===== src/rtl/ctrl_pkg.sv =====
// Shared types and encodings for the multicycle ARM-subset control unit.
// The state encoding is also what the debug port state_o shows.
package ctrl_pkg;

   typedef enum logic [3:0] {
      FETCH    = 4'd0,
      DECODE   = 4'd1,
      MEMADR   = 4'd2,
      MEMRD    = 4'd3,
      MEMWB    = 4'd4,
      MEMWR    = 4'd5,
      EXECUTER = 4'd6,
      EXECUTEI = 4'd7,
      ALUWB    = 4'd8,
      BRANCH   = 4'd9
   } ctrl_state_t;

   localparam logic [3:0] COND_EQ = 4'b0000;
   localparam logic [3:0] COND_NE = 4'b0001;
   localparam logic [3:0] COND_CS = 4'b0010;
   localparam logic [3:0] COND_CC = 4'b0011;
   localparam logic [3:0] COND_MI = 4'b0100;
   localparam logic [3:0] COND_PL = 4'b0101;
   localparam logic [3:0] COND_VS = 4'b0110;
   localparam logic [3:0] COND_VC = 4'b0111;
   localparam logic [3:0] COND_HI = 4'b1000;
   localparam logic [3:0] COND_LS = 4'b1001;
   localparam logic [3:0] COND_GE = 4'b1010;
   localparam logic [3:0] COND_LT = 4'b1011;
   localparam logic [3:0] COND_GT = 4'b1100;
   localparam logic [3:0] COND_LE = 4'b1101;
   localparam logic [3:0] COND_AL = 4'b1110;
   localparam logic [3:0] COND_NV = 4'b1111;

   localparam logic [3:0] CMD_AND = 4'b0000;
   localparam logic [3:0] CMD_SUB = 4'b0010;
   localparam logic [3:0] CMD_ADD = 4'b0100;
   localparam logic [3:0] CMD_ORR = 4'b1100;

   localparam logic [1:0] ALU_ADD = 2'b00;
   localparam logic [1:0] ALU_SUB = 2'b01;
   localparam logic [1:0] ALU_AND = 2'b10;
   localparam logic [1:0] ALU_ORR = 2'b11;

   localparam logic [1:0] RES_ALUOUT    = 2'b00;
   localparam logic [1:0] RES_DATA      = 2'b01;
   localparam logic [1:0] RES_ALURESULT = 2'b10;

   localparam logic [1:0] SRCB_RD2    = 2'b00;
   localparam logic [1:0] SRCB_EXTIMM = 2'b01;
   localparam logic [1:0] SRCB_FOUR   = 2'b10;

   localparam logic [1:0] FLAG_C = 2'd3;
   localparam logic [1:0] FLAG_N = 2'd2;
   localparam logic [1:0] FLAG_V = 2'd1;
   localparam logic [1:0] FLAG_Z = 2'd0;

   // ARM condition evaluation against packed {C,N,V,Z} flags.
   function automatic logic condHolds(input logic [3:0] cond, input logic [3:0] flags);
      logic c, n, v, z, ge;
      c  = flags[FLAG_C];
      n  = flags[FLAG_N];
      v  = flags[FLAG_V];
      z  = flags[FLAG_Z];
      ge = (n == v);
      case (cond)
         COND_EQ: condHolds = z;
         COND_NE: condHolds = ~z;
         COND_CS: condHolds = c;
         COND_CC: condHolds = ~c;
         COND_MI: condHolds = n;
         COND_PL: condHolds = ~n;
         COND_VS: condHolds = v;
         COND_VC: condHolds = ~v;
         COND_HI: condHolds = c & ~z;
         COND_LS: condHolds = ~c | z;
         COND_GE: condHolds = ge;
         COND_LT: condHolds = ~ge;
         COND_GT: condHolds = ~z & ge;
         COND_LE: condHolds = z | ~ge;
         COND_AL: condHolds = 1'b1;
         COND_NV: condHolds = 1'b0;
         default: condHolds = 1'b0;
      endcase
   endfunction

endpackage


===== src/rtl/ctrl_flag_reg.sv =====
// N/Z/C/V flag register with split write enables; the condition check
// always looks at the flags as they stand before this cycle's update.
module ctrl_flag_reg
   import ctrl_pkg::*;
(
   input  logic       clk,
   input  logic       reset,
   input  logic [3:0] i_aluFlags,
   input  logic [1:0] i_flagW,
   input  logic [3:0] i_cond,
   output logic [3:0] o_flags,
   output logic       o_condEx
);

   logic [3:0] r_flags;
   logic [1:0] w_flagEn;

   assign o_condEx = condHolds(i_cond, r_flags);
   assign w_flagEn = i_flagW & {2{o_condEx}};
   assign o_flags  = r_flags;

   // Bit 1 of the enable owns N/Z, bit 0 owns C/V.
   always_ff @(posedge clk or posedge reset) begin
      if (reset) begin
         r_flags <= 4'b0000;
      end else begin
         if (w_flagEn[1]) begin
            r_flags[FLAG_N] <= i_aluFlags[FLAG_N];
            r_flags[FLAG_Z] <= i_aluFlags[FLAG_Z];
         end
         if (w_flagEn[0]) begin
            r_flags[FLAG_C] <= i_aluFlags[FLAG_C];
            r_flags[FLAG_V] <= i_aluFlags[FLAG_V];
         end
      end
   end

endmodule


===== src/rtl/multicycle_ctrl_fsm.sv =====
// Multicycle control FSM for the ARM-subset CPU: sequences each instruction
// and gates every architectural write strobe with the condition result.
module multicycle_ctrl_fsm
   import ctrl_pkg::*;
#(
   parameter int MEM_LAT = 1,
   parameter int CNT_W   = 4
)
(
   input  logic       clk,
   input  logic       reset,
   input  logic [1:0] Op,
   input  logic [5:0] Funct,
   input  logic [3:0] Rd,
   input  logic [3:0] Cond,
   input  logic [3:0] ALUFlags,
   output logic       PCWrite,
   output logic       AdrSrc,
   output logic       MemWrite,
   output logic       IRWrite,
   output logic       RegWrite,
   output logic [1:0] ResultSrc,
   output logic       ALUSrcA,
   output logic [1:0] ALUSrcB,
   output logic [1:0] ALUControl,
   output logic [1:0] ImmSrc,
   output logic [1:0] RegSrc,
   output logic [3:0] Flags,
   output logic [3:0] state_o
);

   ctrl_state_t      r_state;
   ctrl_state_t      w_nextState;
   logic [CNT_W-1:0] r_waitCnt;
   logic             w_lastWait;
   logic             w_waitState;
   logic             w_nextPC;
   logic             w_irW;
   logic             w_regW;
   logic             w_memW;
   logic             w_branch;
   logic             w_condEx;
   logic [1:0]       w_flagW;
   logic [1:0]       w_aluDec;
   logic [1:0]       w_decFlagW;
   logic             w_cmdKnown;
   logic             w_cmdArith;

   assign w_lastWait  = (r_waitCnt == CNT_W'(MEM_LAT - 1));
   assign w_waitState = (r_state == FETCH) || (r_state == MEMRD) || (r_state == MEMWR);

   always_ff @(posedge clk or posedge reset) begin
      if (reset) begin
         r_state <= FETCH;
      end else begin
         r_state <= w_nextState;
      end
   end

   // Leaving a wait state on its last cycle returns the count to zero, so
   // every wait state is entered with a cleared counter.
   always_ff @(posedge clk or posedge reset) begin
      if (reset) begin
         r_waitCnt <= '0;
      end else if (w_waitState && !w_lastWait) begin
         r_waitCnt <= r_waitCnt + 1'b1;
      end else begin
         r_waitCnt <= '0;
      end
   end

   always_comb begin
      w_aluDec   = ALU_ADD;
      w_cmdKnown = 1'b1;
      w_cmdArith = 1'b0;
      case (Funct[4:1])
         CMD_ADD: begin w_aluDec = ALU_ADD; w_cmdArith = 1'b1; end
         CMD_SUB: begin w_aluDec = ALU_SUB; w_cmdArith = 1'b1; end
         CMD_AND: w_aluDec = ALU_AND;
         CMD_ORR: w_aluDec = ALU_ORR;
         default: w_cmdKnown = 1'b0;
      endcase
      w_decFlagW = {Funct[0] & w_cmdKnown, Funct[0] & w_cmdArith};
   end

   always_comb begin
      w_nextState = r_state;
      AdrSrc      = 1'b0;
      ResultSrc   = RES_ALUOUT;
      ALUSrcA     = 1'b0;
      ALUSrcB     = SRCB_RD2;
      ALUControl  = ALU_ADD;
      w_nextPC    = 1'b0;
      w_irW       = 1'b0;
      w_regW      = 1'b0;
      w_memW      = 1'b0;
      w_branch    = 1'b0;
      w_flagW     = 2'b00;
      case (r_state)
         FETCH: begin
            ALUSrcA   = 1'b1;
            ALUSrcB   = SRCB_FOUR;
            ResultSrc = RES_ALURESULT;
            w_nextPC  = w_lastWait;
            w_irW     = w_lastWait;
            if (w_lastWait) w_nextState = DECODE;
         end
         DECODE: begin
            ALUSrcA   = 1'b1;
            ALUSrcB   = SRCB_FOUR;
            ResultSrc = RES_ALURESULT;
            case (Op)
               2'b01:   w_nextState = MEMADR;
               2'b00:   w_nextState = Funct[5] ? EXECUTEI : EXECUTER;
               2'b10:   w_nextState = BRANCH;
               default: w_nextState = FETCH;
            endcase
         end
         MEMADR: begin
            ALUSrcB     = SRCB_EXTIMM;
            w_nextState = Funct[0] ? MEMRD : MEMWR;
         end
         MEMRD: begin
            AdrSrc = 1'b1;
            if (w_lastWait) w_nextState = MEMWB;
         end
         MEMWB: begin
            ResultSrc   = RES_DATA;
            w_regW      = 1'b1;
            w_nextState = FETCH;
         end
         MEMWR: begin
            AdrSrc = 1'b1;
            w_memW = w_lastWait;
            if (w_lastWait) w_nextState = FETCH;
         end
         EXECUTER, EXECUTEI: begin
            ALUSrcB     = (r_state == EXECUTEI) ? SRCB_EXTIMM : SRCB_RD2;
            ALUControl  = w_aluDec;
            w_flagW     = w_decFlagW;
            w_nextState = ALUWB;
         end
         ALUWB: begin
            w_regW      = 1'b1;
            w_nextState = FETCH;
         end
         BRANCH: begin
            ALUSrcB     = SRCB_EXTIMM;
            ResultSrc   = RES_ALURESULT;
            w_branch    = 1'b1;
            w_nextState = FETCH;
         end
         default: w_nextState = FETCH;
      endcase
   end

   ctrl_flag_reg u_flagReg (
      .clk        (clk),
      .reset      (reset),
      .i_aluFlags (ALUFlags),
      .i_flagW    (w_flagW),
      .i_cond     (Cond),
      .o_flags    (Flags),
      .o_condEx   (w_condEx)
   );

   // Reset suppresses every write strobe immediately, not just at the next edge.
   assign PCWrite  = ~reset & (w_nextPC | (w_branch & w_condEx) |
                               (w_regW & w_condEx & (Rd == 4'b1111)));
   assign IRWrite  = ~reset & w_irW;
   assign RegWrite = ~reset & w_regW & w_condEx;
   assign MemWrite = ~reset & w_memW & w_condEx;

   assign ImmSrc  = Op;
   assign RegSrc  = {Op == 2'b01, Op == 2'b10};
   assign state_o = r_state;

endmodule


===== config.mk =====
export PLATFORM = sky130hd
export DESIGN_NAME = multicycle_ctrl_fsm
export DESIGN_NICKNAME = d
export VERILOG_FILES = /design/src/rtl/ctrl_pkg.sv /design/src/rtl/ctrl_flag_reg.sv /design/src/rtl/multicycle_ctrl_fsm.sv
export SDC_FILE = /design/constraint.sdc
export NUM_CORES = 1
export LEC_CHECK = 0
export BUFFER_PORTS_ARGS = -buffer_cell sky130_fd_sc_hd__buf_2
export CELL_PAD_IN_SITES_DETAIL_PLACEMENT = 2
export CELL_PAD_IN_SITES_GLOBAL_PLACEMENT = 2
export CORE_UTILIZATION = 29
export CTS_BUF_LIST = sky130_fd_sc_hd__clkbuf_4 sky130_fd_sc_hd__clkbuf_8
export DETAILED_ROUTE_END_ITERATION = 12
export HOLD_SLACK_MARGIN = 0.06
export PLACE_DENSITY = 0.93
export RECOVER_POWER = 50
export SYNTH_ARGS = -nofsm -noshare
export SYNTH_HDL_FRONTEND = slang
export SYNTH_SLANG_ARGS = --single-unit
export TNS_END_PERCENT = 30

===== constraint.sdc =====
create_clock -name clk -period 2.6 [get_ports clk]
set_clock_uncertainty 0.05 [all_clocks]
set_input_delay 0.39 -clock clk [delete_from_list [all_inputs] [get_ports clk]]
set_output_delay 0.39 -clock clk [all_outputs]
set_load 0.05 [all_outputs]

==> results.json <==
{
  "finalPower_mw": 1.44,
  "maxSlewViolCount": 0,
  "drtIter0Drc": 37,
  "die_y_um": 63.8,
  "m1WireLength_mm": 1.57,
  "grt_pass1_wl_mm": 6.24,
  "netlist_top_cells_area": "dfrtp_1 (27%), nor2_1 (6.1%), nor2b_1 (5.1%)",
  "ios": 46,
  "overflow": 0,
  "yosys_warnings": 0,
  "htreeDepth": 1,
  "start_util": 0.302,
  "final_hold_viol_count": 0,
  "num-nets-final": 207,
  "p_int_mw": 0.610,
  "cts-hold-fix-buffers": 0,
  "clock_path_buffers": 2,
  "fillCellCount": 426,
  "wl_mm": 3.71,
  "grt_max_degree": 18,
  "area_growth_pct": 35.6,
  "hold_ws_ns": 0.242,
  "synth.avg_cell_area_um2": 8.07,
  "io_buffers": 45,
  "cts_buffers": 3,
  "ir_drop_mv": 0.657,
  "critPathKind": "reg -> out",
  "grt_pass1_vias": 1328,
  "async_flop_share": 1.00,
  "top_layer": "met4",
  "path_max_fanout": 4,
  "netlist_area_um2": 1110,
  "coreArea_um2": 3660,
  "period_needed_ns": 2.57,
  "synth_top_cell_area_share": 0.271,
  "p_comb_frac": 0.640,
  "synth-edff-count": 0,
  "tightest_slew_ns": 0.610,
  "place_congestion": 0.752,
  "wl_met2_mm": 1.97,
  "fin_crit_sh": 0.987,
  "tns_ns": 0,
  "wire_per_inst_um": 16.1,
  "antenna_found_initial": 0,
  "postRouteAntennaNets": 0,
  "drv_cap": 0,
  "insertion_delay_ns": 0.24,
  "ys.flop_type": "dfrtp_1",
  "viasPerCell": 5.27,
  "yosysTopAreaCell": "dfrtp_1",
  "power.clock.fraction": 0.142,
  "ys_seq_elements": 12,
  "max_stage_delay_ns": 0.54,
  "cp_slowest_cell": "a2111oi_2",
  "cts_sinks": 12,
  "clkTransAtPathRegs_ns": 0.06,
  "syn_inst": 137,
  "dr.pass1.iters": 4,
  "hpwl_mm": 2.90,
  "diodes": 0,
  "synthesis.nets": 161,
  "crit_required_ns": 2.16,
  "grt_usage": 0.193,
  "drive_gt1_frac": 0.368,
  "chipWidth_um": 63.8,
  "dieArea_um2": 4060,
  "min_path_type": "in -> async",
  "p_seq_frac": 0.218,
  "powerDensity_nw_per_um2": 961,
  "ys_types": 49,
  "p_sw_frac": 0.576,
  "yosysSeqAreaShare": 0.271,
  "rsz0062_at_grt": "yes",
  "vias": 1213,
  "leakage_nw": 0.675,
  "setup_violations": 0,
  "slew_headroom": 0.595,
  "power_switching_mw": 0.831,
  "num_rows": 22,
  "path_cells": "xnor2_2 > a2111oi_2 > o211ai_4 > nor2_4 > o21bai_2 > buf_2",
  "status": "completed",
  "cts_setup_buffers": 0,
  "drc": 0,
  "start_kind": "flop",
  "max_freq_mhz": 390,
  "wl_met3_um": 107,
  "critical_path_arrival_ns": 2.13,
  "clockRootBuffer": "clkbuf_8",
  "crit_path_end_kind": "output port",
  "cts_tree": "built"
}
[logic make-up after synthesis]
logic type                 Yosys count  synth area share
AOI/OAI and AO/OA                   29             0.189
xor gates and xnor gates             7            0.0554
adders and majority gates            2            0.0226
buffers and inverters               16            0.0713
DFF                                 12             0.271
muxes                                5            0.0486
and+or+nand+nor                     66             0.342
[power groups by stage]
stage	Sequential, mW	Clock (mW)	Combinational (mW)
after floorplan	0.390	0	0.601
after global placement	0.310	0	0.875
after detailed placement	0.315	0	0.911
after CTS	0.317	0.211	0.926
after global routing	0.325	0.219	0.977
final	0.314	0.205	0.922
[per-stage QoR]
step	utilization	cell area [um2]	std cells	setup slack, ns
6_report	0.410	1500	230	0.0342
5_1_grt	0.410	1500	230	-0.0730
4_1_cts	0.407	1490	230	0.0183
3_5_place_dp	0.388	1420	226	0.0477
3_3_place_gp	0.388	1420	226	0.160
2_1_floorplan	-	1150	137	-0.162
[critical path: cells and delay by family (launching register included)]
family | cells | cell delay, ns
AO/OA/AOI/OAI | 3 | 0.81
AND/OR/NAND/NOR | 1 | 0.24
flip-flops | 1 | 0.44
buffers and inverters | 1 | 0.21
XOR/XNOR | 1 | 0.19
[routing by layer]
metal | GRT usage | vias up
li1 | - | 580
met1 | 0.223 | 595
met2 | 0.362 | 32
met3 | 0.00893 | 6
met4 | 0.0881 | 0
met5 | 0 | -
[what timing repair did]
item / in CTS / in global routing
gates resized for setup: 3 / 5
pin swaps: 0 / 0
endpoints found under the setup margin: 3 / 3
[path summary, 6_finish.rpt]
check,startpoint,endpoint,slack [ns],depth (start not counted)
hold reg to reg,r_waitCnt[0]$_DFF_PP0_,r_waitCnt[0]$_DFF_PP0_,0.45,1
min in group clk,ALUFlags[1],u_flagReg.o_flags[1]$_DFFE_PP0P_,0.31,2
setup reg to reg,state_o[1]$_DFFE_PP0P_,u_flagReg.o_flags[2]$_DFFE_PP0P_,0.39,4
max in group asynchronous,reset,u_flagReg.o_flags[2]$_DFFE_PP0P_,1.92,2
hold / removal,reset,r_waitCnt[2]$_DFF_PP0_,0.24,2
setup / recovery,u_flagReg.o_flags[1]$_DFFE_PP0P_,PCWrite,0.03,6
[cell usage after synthesis, types with 3 or more instances]
master,number
xnor2_1,6
clkbuf_1,5
nand3_1,5
nor4_1,4
inv_1,7
o21ai_0,7
dfrtp_1,12
mux2_1,3
buf_4,3
o211ai_1,3
nor3_1,4
a21oi_1,4
nor2b_1,9
nand2_1,8
nor2_1,18
[area by class of cell]
type | instances | area (um2) | share of cell area
multi-input cells | 109 | 793 | 0.529
flip-flops and latches | 12 | 303 | 0.202
repair buffers | 50 | 263 | 0.175
well taps | 48 | 60.1 | 0.0400
clock buffers | 4 | 55.1 | 0.0367
inverters | 7 | 26.3 | 0.0175
[placed cells by master (no fill, tap or decap), types with 5 or more instances in the layout]
cell     instances
buf_2           39
buf_4            7
dfrtp_1         10
inv_1            7
nand2_1          8
nand3_1          5
nor2_1          16
nor2b_1          9
o21ai_0          7
xnor2_1          5
[state kept, by name (all words and copies together), names as in the netlist]
register / cells
r_waitCnt: 4
state_o: 4
u_flagReg.o_flags: 4
No activity file was read; power rests on OpenSTA's default activity.
